`config.mk`:
```
export PLATFORM = sky130hd
export DESIGN_NAME = gpio_seq
export DESIGN_NICKNAME = d
export VERILOG_FILES = /design/src/rtl/gpio_seq_pkg.sv /design/src/rtl/gpio_seq_tick.sv /design/src/rtl/register.sv /design/src/rtl/gpio_seq.sv
export SDC_FILE = /design/constraint.sdc
export NUM_CORES = 1
export LEC_CHECK = 0
export BUFFER_PORTS_ARGS = -buffer_cell sky130_fd_sc_hd__buf_4
export CAP_MARGIN = 20
export CORE_UTILIZATION = 40
export CTS_CLUSTER_SIZE = 40
export DETAILED_ROUTE_END_ITERATION = 16
export GPL_TIMING_DRIVEN = 0
export HOLD_SLACK_MARGIN = 0.03
export PLACE_DENSITY_LB_ADDON = 0.25
export SLEW_MARGIN = 10
export SYNTH_ARGS = -nofsm -noshare
export SYNTH_HDL_FRONTEND = slang
export SYNTH_SLANG_ARGS = --single-unit
```
`constraint.sdc`:
```
create_clock -name pclk -period 4.29 [get_ports pclk]
set_input_delay 0.429 -clock pclk [delete_from_list [all_inputs] [get_ports pclk]]
set_output_delay 0.429 -clock pclk [all_outputs]
set_load 0.05 [all_outputs]
```
`src/rtl/gpio_seq_pkg.sv`:
```
// Shared types and default sizing for the GPIO waveform sequencer.
package gpio_seq_pkg;

    localparam int GPIO_NUM_DEF = 32;
    localparam int DEPTH_DEF    = 8;
    localparam int CNT_W_DEF    = 16;

    typedef enum logic {
        ST_IDLE = 1'b0,
        ST_RUN  = 1'b1
    } state_e;

    // Step-table entry layout at the default sizing; the top re-declares it per instance.
    typedef struct packed {
        logic [GPIO_NUM_DEF-1:0] out;
        logic [GPIO_NUM_DEF-1:0] dir;
        logic [CNT_W_DEF-1:0]    dur;
    } step_t;

endpackage

```
`src/rtl/gpio_seq_tick.sv`:
```
// Prescaler: counts 0..psc and strobes tick on the wrap cycle; held at zero while clr_i.
module gpio_seq_tick
    import gpio_seq_pkg::*;
#(
    parameter int CNT_W = CNT_W_DEF
) (
    input  logic             clk,
    input  logic             rst_n,
    input  logic             clr_i,
    input  logic [CNT_W-1:0] psc_i,
    output logic             tick_o
);

    logic [CNT_W-1:0] cnt_q;
    logic [CNT_W-1:0] cnt_d;
    logic             wrap;

    assign wrap   = (cnt_q == psc_i);
    assign tick_o = !clr_i && wrap;
    assign cnt_d  = (clr_i || wrap) ? '0 : cnt_q + 1'b1;

    dffr #(.W(CNT_W)) u_cnt (
        .clk  (clk),
        .rst_n(rst_n),
        .en   (1'b1),
        .d    (cnt_d),
        .q    (cnt_q)
    );

endmodule

```
`src/rtl/register.sv`:
```
// Enabled D flip-flop with asynchronous active-low clear.
module dffr #(
    parameter int W = 1
) (
    input  logic         clk,
    input  logic         rst_n,
    input  logic         en,
    input  logic [W-1:0] d,
    output logic [W-1:0] q
);

    always_ff @(posedge clk or negedge rst_n) begin
        if (!rst_n) begin
            q <= '0;
        end else if (en) begin
            q <= d;
        end
    end

endmodule

```
`src/rtl/gpio_seq.sv`:
```
// Table-driven GPIO waveform sequencer: steps through {out, dir, dur} entries,
// holding each for (dur+1) prescaled ticks.
module gpio_seq
    import gpio_seq_pkg::*;
#(
    parameter int GPIO_NUM = GPIO_NUM_DEF,
    parameter int DEPTH    = DEPTH_DEF,
    parameter int CNT_W    = CNT_W_DEF
) (
    input  logic                     pclk,
    input  logic                     presetn,
    input  logic                     cfg_we_i,
    input  logic [$clog2(DEPTH)-1:0] cfg_addr_i,
    input  logic [GPIO_NUM-1:0]      cfg_out_i,
    input  logic [GPIO_NUM-1:0]      cfg_dir_i,
    input  logic [CNT_W-1:0]         cfg_dur_i,
    input  logic [CNT_W-1:0]         psc_i,
    input  logic [$clog2(DEPTH)-1:0] last_i,
    input  logic                     loop_i,
    input  logic                     start_i,
    input  logic                     stop_i,
    output logic [GPIO_NUM-1:0]      gpio_out_o,
    output logic [GPIO_NUM-1:0]      gpio_dir_o,
    output logic                     busy_o,
    output logic                     done_o,
    output logic [$clog2(DEPTH)-1:0] step_o
);

    localparam int AW = $clog2(DEPTH);

    typedef struct packed {
        logic [GPIO_NUM-1:0] out;
        logic [GPIO_NUM-1:0] dir;
        logic [CNT_W-1:0]    dur;
    } entry_t;

    localparam int EW = $bits(entry_t);

    state_e              state_q;
    state_e              state_d;
    logic                state_bit_q;
    logic [AW-1:0]       step_q,    step_d;
    logic [CNT_W-1:0]    dur_cnt_q, dur_cnt_d;
    logic [CNT_W-1:0]    psc_q,     psc_d;
    logic [AW-1:0]       last_q,    last_d;
    logic                loop_q,    loop_d;
    logic [GPIO_NUM-1:0] out_q,     out_d;
    logic [GPIO_NUM-1:0] dir_q,     dir_d;
    logic                done_q,    done_d;

    entry_t              table_q [DEPTH];
    entry_t              wr_entry;
    entry_t              cur_entry;
    entry_t              nxt_entry;
    logic [AW-1:0]       step_inc;
    logic                tick;
    logic                idle;

    assign state_q  = state_e'(state_bit_q);
    assign idle     = (state_q == ST_IDLE);
    assign wr_entry = '{out: cfg_out_i, dir: cfg_dir_i, dur: cfg_dur_i};
    assign step_inc = step_q + 1'b1;

    // Table entries are registers rather than RAM so reset can clear every entry.
    generate
        for (genvar gi = 0; gi < DEPTH; gi++) begin : g_table
            logic entry_we;
            assign entry_we = cfg_we_i && idle && (cfg_addr_i == AW'(gi));
            dffr #(.W(EW)) u_entry (
                .clk  (pclk),
                .rst_n(presetn),
                .en   (entry_we),
                .d    (wr_entry),
                .q    (table_q[gi])
            );
        end
    endgenerate

    gpio_seq_tick #(.CNT_W(CNT_W)) u_tick (
        .clk   (pclk),
        .rst_n (presetn),
        .clr_i (idle),
        .psc_i (psc_q),
        .tick_o(tick)
    );

    always_comb begin
        state_d   = state_q;
        step_d    = step_q;
        dur_cnt_d = dur_cnt_q;
        psc_d     = psc_q;
        last_d    = last_q;
        loop_d    = loop_q;
        out_d     = out_q;
        dir_d     = dir_q;
        done_d    = 1'b0;
        cur_entry = table_q[step_q];
        nxt_entry = table_q[step_inc];
        case (state_q)
            ST_IDLE: begin
                if (start_i && !stop_i) begin
                    state_d   = ST_RUN;
                    psc_d     = psc_i;
                    last_d    = last_i;
                    loop_d    = loop_i;
                    step_d    = '0;
                    dur_cnt_d = '0;
                    out_d     = table_q[0].out;
                    dir_d     = table_q[0].dir;
                end
            end
            ST_RUN: begin
                if (stop_i) begin
                    state_d = ST_IDLE;
                end else if (tick) begin
                    if (dur_cnt_q == cur_entry.dur) begin
                        dur_cnt_d = '0;
                        if (step_q == last_q) begin
                            if (loop_q) begin
                                step_d = '0;
                                out_d  = table_q[0].out;
                                dir_d  = table_q[0].dir;
                            end else begin
                                state_d = ST_IDLE;
                                done_d  = 1'b1;
                            end
                        end else begin
                            step_d = step_inc;
                            out_d  = nxt_entry.out;
                            dir_d  = nxt_entry.dir;
                        end
                    end else begin
                        dur_cnt_d = dur_cnt_q + 1'b1;
                    end
                end
            end
            default: state_d = ST_IDLE;
        endcase
    end

    dffr #(.W(1))        u_state (.clk(pclk), .rst_n(presetn), .en(1'b1), .d(state_d),   .q(state_bit_q));
    dffr #(.W(AW))       u_step  (.clk(pclk), .rst_n(presetn), .en(1'b1), .d(step_d),    .q(step_q));
    dffr #(.W(CNT_W))    u_dur   (.clk(pclk), .rst_n(presetn), .en(1'b1), .d(dur_cnt_d), .q(dur_cnt_q));
    dffr #(.W(CNT_W))    u_psc   (.clk(pclk), .rst_n(presetn), .en(1'b1), .d(psc_d),     .q(psc_q));
    dffr #(.W(AW))       u_last  (.clk(pclk), .rst_n(presetn), .en(1'b1), .d(last_d),    .q(last_q));
    dffr #(.W(1))        u_loop  (.clk(pclk), .rst_n(presetn), .en(1'b1), .d(loop_d),    .q(loop_q));
    dffr #(.W(GPIO_NUM)) u_out   (.clk(pclk), .rst_n(presetn), .en(1'b1), .d(out_d),     .q(out_q));
    dffr #(.W(GPIO_NUM)) u_dir   (.clk(pclk), .rst_n(presetn), .en(1'b1), .d(dir_d),     .q(dir_q));
    dffr #(.W(1))        u_done  (.clk(pclk), .rst_n(presetn), .en(1'b1), .d(done_d),    .q(done_q));

    assign gpio_out_o = out_q;
    assign gpio_dir_o = dir_q;
    assign busy_o     = (state_q == ST_RUN);
    assign done_o     = done_q;
    assign step_o     = step_q;

endmodule
```
==> flow_metrics.env, run 1 <==
export IMPL_crit_buf_inv=4
export IMPL_die_width_um=294.9
export IMPL_syn_to_final_growth_pct=17.83
export IMPL_drc=0
export IMPL_peakVddDrop_uv=282.5
export IMPL_cts_made_buffers=84
export IMPL_gp_congestion=0.7972
export IMPL_async_flop_share_pct=100.0
export IMPL_cp_slowest_cell="clkbuf_1"
export IMPL_dr_pass1_iters=6
export IMPL_tightest_slew_ns=1.061
export IMPL_antenna_found_initial=9
export IMPL_slowest_delay_ns=0.58
export IMPL_worst_clock_skew_ns=0.01741
export IMPL_fillers=7371
export IMPL_final_setup_viol_count=0
export IMPL_synth_seq_cells=761
export IMPL_path_cells="buf_2 -> clkbuf_1 -> mux4_2 -> mux2i_1 -> xor2_1 -> o221ai_1 -> nor4_2 -> nand3_1 -> a21o_1 -> buf_6 -> buf_6 -> mux2_1"
export IMPL_totalPowerFinal_mw=22.28
export IMPL_drive_gt1_share_pct=45.78
export IMPL_rows=107
export IMPL_synth_warnings=0
export IMPL_crit_fanout=10
export IMPL_fmax_ghz=0.2421
export IMPL_wl_per_cell_um=23.35
export IMPL_initial_core_util_pct=40.35
export IMPL_critPathArrivalTime_ns=4.62
export IMPL_timing_hold_ws_ns=0.06459
export IMPL_finalSetupTns_ns=0
export IMPL_leakage_nw=17.05
export IMPL_place_inst=3577
export IMPL_core_sq_um=85010
export IMPL_ys_flop_type="dfrtp_1"
export IMPL_grt_max_degree=116
export IMPL_drt_total_wl_um=87630
export IMPL_seq_area_frac_synth_pct=55.51
export IMPL_clock_sinks=761
export IMPL_netlist_instances=2249
export IMPL_grt_pass1_vias=22150
export IMPL_cp_end_kind="flip-flop"
export IMPL_cpMostUsedCell="buf_6"
export IMPL_cts_buffer_depth=3
export IMPL_p_sw_share_pct=28.37
export IMPL_relSlewSlack_pct=29.28
export IMPL_synth_common_cells="dfrtp_1 (761), mux2_2 (667), mux4_2 (144)"
export IMPL_status="finished clean"
export IMPL_route_antenna_remaining_nets=0
export IMPL_power_internal_mw=15.96
export IMPL_fin_crit_ns=4.130
export IMPL_netlist_area_sq_um=34310
export IMPL_synth_area_top_cells="dfrtp_1 (56%), mux2_2 (22%), mux4_2 (9.5%), mux2i_1 (2.8%), mux2_1 (1.4%)"
export IMPL_fin_nets=2651
export IMPL_gr_usage_all_layers_pct=20.60
export IMPL_rsz0062_at_grt="no"
export IMPL_insertion_delay_ns=0.63
export IMPL_power_density_nw_per_um2=551.1
export IMPL_syn_avg_cell_area_sq_um=15.25
export IMPL_required_ns=4.78
export IMPL_synth_nets=2360
export IMPL_worstSetupStartpointType="flip-flop"
export IMPL_power_frac_clock_pct=33.5
export IMPL_dieArea_sq_um=86940
export IMPL_die_h_um=294.9
export IMPL_clock_root_buffer="clkbuf_16"
export IMPL_cap_viol_max_count=0
export IMPL_combPwrFrac_pct=21.7
export IMPL_gr_total_overflow=0
export IMPL_crit_family="buffers and inverters"
export IMPL_yosys_area_top_type="dfrtp_1"
export IMPL_path_clk_slew_ns=0.06
export IMPL_yosysTopAreaCellShare_pct=55.51
export IMPL_dp_hpwl_um=58200
export IMPL_min_period_over_period_pct=96.27
export IMPL_multi_input_area_sq_um=14620
export IMPL_netlist_cell_type_count=46
export IMPL_cts_tree="yes"
export IMPL_cts_htree_levels=3
export IMPL_yosysMostFrequentCell="dfrtp_1"
export IMPL_synth_edf_count=0
export IMPL_min_path_type="in -> reg"
export IMPL_design_portCount=177
export IMPL_p_sw_mw=6.319
export IMPL_regArea_sq_um=19040
export IMPL_vias=20200
export IMPL_final_hold_viol_count=0
export IMPL_drtIter0Drc=1073
export IMPL_path_class="reg -> reg"
export IMPL_grt_pass1_wl_um=134900
export IMPL_stdcell_count=3753
export IMPL_io_buffers=176
export IMPL_seqPwrFrac_pct=44.9
export IMPL_drv_slew=0
export IMPL_postCtsSetupRepairBufs=0
export IMPL_avgViaCountPerCell=5.382
==> cell families (layout without fill, tap and decap cells) <==
logic type	after synthesis	in the layout	synth area share [%]
adder cells (fa/ha/maj)	3	3	0.1094
buffers and inverters	149	506	1.864
other	0	3	0
multiplexers	973	973	36.58
flip-flops	761	761	55.51
AO/OA/AOI/OAI	108	108	1.831
AND/OR/NAND/NOR	204	204	2.805
XOR/XNOR	51	51	1.302
==> power groups by stage <==
stage | sequential [mW] | clock, mW | combinational, mW
6_report | 9.99 | 7.45 | 4.83
5_1_grt | 10.2 | 7.94 | 5.18
4_1_cts | 9.98 | 7.65 | 4.90
3_5_place_dp | 10.1 | 0 | 4.87
3_3_place_gp | 9.96 | 0 | 4.69
2_1_floorplan | 10.7 | 0 | 2.58
==> state kept, by name (all words and copies together), names as in the netlist, 3 cells and up <==
name               count
u_out.q               32
u_dur.q               16
u_tick.u_cnt.q        16
u_psc.q               16
u_dir.q               32
g_table.u_entry.q    640
u_last.q               3
u_step.q               3
==> through the flow <==
| stage | worst slack, ns | utilization, % | cell area, sq um |
|---|---|---|---|
| after floorplan | 0.9332 | - | 34310 |
| after global placement | -5.395 | 43.59 | 37060 |
| after detailed placement | -0.1013 | 43.84 | 37270 |
| after CTS | 0.07982 | 47.52 | 40400 |
| after global routing | 0.02196 | 47.55 | 40420 |
| final | 0.1601 | 47.55 | 40420 |
==> cell usage in the layout (no fill, tap or decap), types with 19 or more instances in the layout <==
cell type / instances
o21ai_0: 70
clkbuf_1: 116
buf_4: 183
xor2_1: 32
mux2i_1: 96
mux4_2: 144
mux2_4: 24
mux2_1: 42
dfrtp_1: 761
mux2_2: 667
nor2_1: 35
clkbuf_16: 88
dlygate4sd3_1: 20
nand2_1: 92
xnor2_1: 19
==> timing repair <==
item | in CTS | in global routing
gates cloned | 0 | 0
hold buffers | 20 | 0
gates resized for setup | 10 | 2
pin swaps | 0 | 0
setup endpoints to repair | 15 | 29
hold endpoints to repair | 244 | 0
==> cell type report <==
cell class                      count  area share, %
Antenna cell                        3        0.01857
Sequential cell                   761          47.11
Tap cell                         1144          3.541
Buffer                            144          1.631
Multi-Input combinational cell   1339          36.17
Inverter                            5        0.04643
Clock buffer                      118          6.123
Timing Repair Buffer              205          4.315
Clock inverter                     34          1.040
==> routing by layer <==
metal | wire, um | global-route usage [%] | vias up
met3 | 4368 | 4.366 | 141
met4 | 2128 | 6.441 | 14
met2 | 43630 | 34.52 | 373
met5 | 89 | 0 | -
li1 | - | - | 8880
met1 | 37410 | 26.63 | 10790
==> final timing paths <==
| path | start | to | slack (ns) | cells after the start |
|---|---|---|---|---|
| max | u_step.q[2]$_DFFE_PN0P_ | u_out.q[20]$_DFFE_PN0P_ | 0.16 | 12 |
| max reg2reg | u_step.q[2]$_DFFE_PN0P_ | u_out.q[20]$_DFFE_PN0P_ | 0.16 | 12 |
| max in group asynchronous | presetn | g_table[0].u_entry.q[52]$_DFFE_PN0P_ | 2.22 | 5 |
| min in group asynchronous | presetn | g_table[7].u_entry.q[5]$_DFFE_PN0P_ | 0.21 | 2 |
| min reg2reg | u_dir.q[8]$_DFFE_PN0P_ | u_dir.q[8]$_DFFE_PN0P_ | 0.50 | 1 |
| min | psc_i[7] | u_psc.q[7]$_DFFE_PN0P_ | 0.06 | 2 |
Note: power is estimated with default switching activity, not from simulation.
==> run 2: changes to the inputs <==
--- a/config.mk
+++ b/config.mk
@@ -5,7 +5,7 @@
 export SDC_FILE = /design/constraint.sdc
 export NUM_CORES = 1
 export LEC_CHECK = 0
-export BUFFER_PORTS_ARGS = -buffer_cell sky130_fd_sc_hd__buf_4
+export BUFFER_PORTS_ARGS = -buffer_cell sky130_fd_sc_hd__buf_2
 export CAP_MARGIN = 20
 export CORE_UTILIZATION = 40
 export CTS_CLUSTER_SIZE = 40
==> run 2 against run 1 <==
Critical path depth unchanged. Final cell count decreased by 0.21%. Global-route usage increased by 0.11 points. Via count about the same. Sequential power about the same. Critical path type unchanged. Wire length increased by 0.56%. Clock skew increased by 0.0036 ns. Power decreased by 1.7%. Clock power decreased by 2%. Largest power group unchanged. Non-clock buffer count decreased by 2. Die area unchanged.
==> flow_metrics.env, run 2 (same netlist as run 1, synthesis figures left out) <==
export IMPL_design_portCount=177
export IMPL_status="finished clean"
export IMPL_antenna_found_initial=24
export IMPL_cts_htree_levels=3
export IMPL_relSlewSlack_pct=28.18
export IMPL_drtIter0Drc=1083
export IMPL_largest_reg_flops=640
export IMPL_grt_pass1_wl_um=135800
export IMPL_crit_buf_inv=4
export IMPL_grt_pass1_vias=21960
export IMPL_fin_nets=2650
export IMPL_reg_top3="g_table.u_entry.q (640), u_dir.q (32), u_out.q (32)"
export IMPL_avgViaCountPerCell=5.397
export IMPL_totalPowerFinal_mw=21.91
export IMPL_peakVddDrop_uv=285.3
export IMPL_cts_made_buffers=85
export IMPL_final_setup_viol_count=0
export IMPL_required_ns=4.79
export IMPL_dp_hpwl_um=58800
export IMPL_drv_slew=0
export IMPL_worst_clock_skew_ns=0.02097
export IMPL_die_h_um=294.9
export IMPL_drc=0
export IMPL_cap_viol_max_count=0
export IMPL_cp_startpoint="u_step.q[2]$_DFFE_PN0P_"
export IMPL_rows=107
export IMPL_crit_fanout=10
export IMPL_vias=20210
export IMPL_layout_commonest_cell="dfrtp_1"
export IMPL_dieArea_sq_um=86940
export IMPL_wl_per_cell_um=23.53
export IMPL_cp_slowest_cell="clkbuf_1"
export IMPL_cpMostUsedCell="buf_6"
export IMPL_leakage_nw=16.87
export IMPL_drt_total_wl_um=88120
export IMPL_timing_rr_start="u_step.q[2]$_DFFE_PN0P_"
export IMPL_insertion_delay_ns=0.63
export IMPL_cp_end_kind="flip-flop"
export IMPL_min_path_type="in -> reg"
export IMPL_fmax_ghz=0.2398
export IMPL_cts_buffer_depth=3
export IMPL_initial_core_util_pct=40.35
export IMPL_worstSetupStartpointType="flip-flop"
export IMPL_syn_to_final_growth_pct=16.13
export IMPL_grt_max_degree=117
export IMPL_rsz0062_at_grt="no"
export IMPL_gr_max_usage_layer="met2"
export IMPL_clock_sinks=761
export IMPL_grtUsageMet1_pct=27.26
export IMPL_route_antenna_remaining_nets=0
export IMPL_drive_gt1_share_pct=45.55
export IMPL_io_buffers=176
export IMPL_regMostFlops="g_table.u_entry.q"
export IMPL_gr_total_overflow=0
export IMPL_core_sq_um=85010
export IMPL_dr_pass1_iters=5
export IMPL_use_met2_pct=34.17
export IMPL_slowest_delay_ns=0.58
export IMPL_use_met3_pct=4.208
export IMPL_final_cell_mix="dfrtp_1 (761), mux2_2 (667), buf_2 (188)"
export IMPL_min_from="psc_i[9]"
export IMPL_power_density_nw_per_um2=549.9
export IMPL_gp_congestion=0.8085
export IMPL_cts_tree="yes"
export IMPL_die_width_um=294.9
export IMPL_finalSetupTns_ns=0
export IMPL_fin_crit_ns=4.170
export IMPL_clock_root_buffer="clkbuf_16"
export IMPL_crit_family="buffers and inverters"
export IMPL_path_cells="buf_2 -> clkbuf_1 -> mux4_2 -> mux2i_1 -> xor2_1 -> o221ai_1 -> nor4_2 -> nand3_1 -> a21o_1 -> buf_6 -> buf_6 -> mux2_1"
export IMPL_min_period_over_period_pct=97.20
export IMPL_final_hold_viol_count=0
export IMPL_critPathArrivalTime_ns=4.67
export IMPL_gr_usage_all_layers_pct=20.71
export IMPL_path_class="reg -> reg"
export IMPL_tightest_slew_ns=1.077
export IMPL_path_clk_slew_ns=0.06
## run 2: cell types whose count changed in the layout (fill, tap and decap cells not counted), moves of 2 or more
cell	previous run	this run
clkbuf_2	1	4
buf_2	13	188
clkdlybuf4s15_2	5	2
clkinv_2	16	14
clkinvlp_4	5	0
diode_2	3	8
clkbuf_8	16	14
buf_4	183	8
dlygate4sd3_1	20	18
## run 2: worst register-to-register path, stage by stage (launching register included)
cell and delay, ns:
dfrtp_1 0.43, buf_2 0.25, clkbuf_1 0.58, mux4_2 0.42, mux2i_1 0.20, xor2_1 0.18, o221ai_1 0.16, nor4_2 0.45
nand3_1 0.13, a21o_1 0.44, buf_6 0.30, buf_6 0.18, mux2_1 0.31
## run 2: report_power, final
| part | total, mW | internal (mW) | switching [mW] |
|---|---|---|---|
| Clock | 7.28 | 4.39 | 2.89 |
| Combinational | 4.64 | 2.27 | 2.38 |
| Sequential | 9.98 | 8.99 | 0.996 |
| Total | 21.9 | 15.6 | 6.26 |
## run 2: path summary, 6_finish.rpt
path                                                        end  slack (ns)  cells after the start
min reg2reg                              u_dir.q[5]$_DFFE_PN0P_        0.48                      1
max in group asynchronous  g_table[3].u_entry.q[49]$_DFFE_PN0P_        2.12                      5
max                                     u_out.q[20]$_DFFE_PN0P_        0.12                     12
max reg2reg                             u_out.q[20]$_DFFE_PN0P_        0.12                     12
min in group asynchronous   g_table[4].u_entry.q[5]$_DFFE_PN0P_        0.26                      2
min                                      u_psc.q[9]$_DFFE_PN0P_        0.06                      2
## run 2: per-stage QoR
stage                     setup slack, ns  area, sq um  std cells  utilization, %  hold slack (ns)
after floorplan                    0.9332        34310       2249               -           0.1334
after global placement             -12.56        36620       3569           43.07           0.4747
after detailed placement        -0.004206        36830       3577           43.32           0.3012
after CTS                       -0.001263        39800       3736           46.82          0.03729
after global routing              0.06704        39830       3741           46.85          0.04854
final                              0.1203        39840       3745           46.86          0.05660
## run 2: area by class of cell
type	instances	area, sq um
clock buffer	117	2451
fill	7381	45170
timing repair buffer	203	1286
clock inverter	24	325.3
sequential	761	19040
inverter	5	18.77
tap	1144	1431
multi-input combinational	1339	14620
antenna	8	20.02
buffer	144	640.6
## run 2: metal layers
| metal | share of wire [%] | up-vias |
|---|---|---|
| met5 | 0.20 | - |
| met4 | 2.5 | 26 |
| met3 | 4.8 | 164 |
| met2 | 49 | 355 |
| met1 | 43 | 10790 |
| li1 | - | 8877 |
## run 2: what timing repair did
item,4_1_cts,5_1_grt
setup endpoints to repair,2,47
setup buffers,0,0
hold endpoints to repair,45,0
resized for setup,4,8
hold buffers,18,0
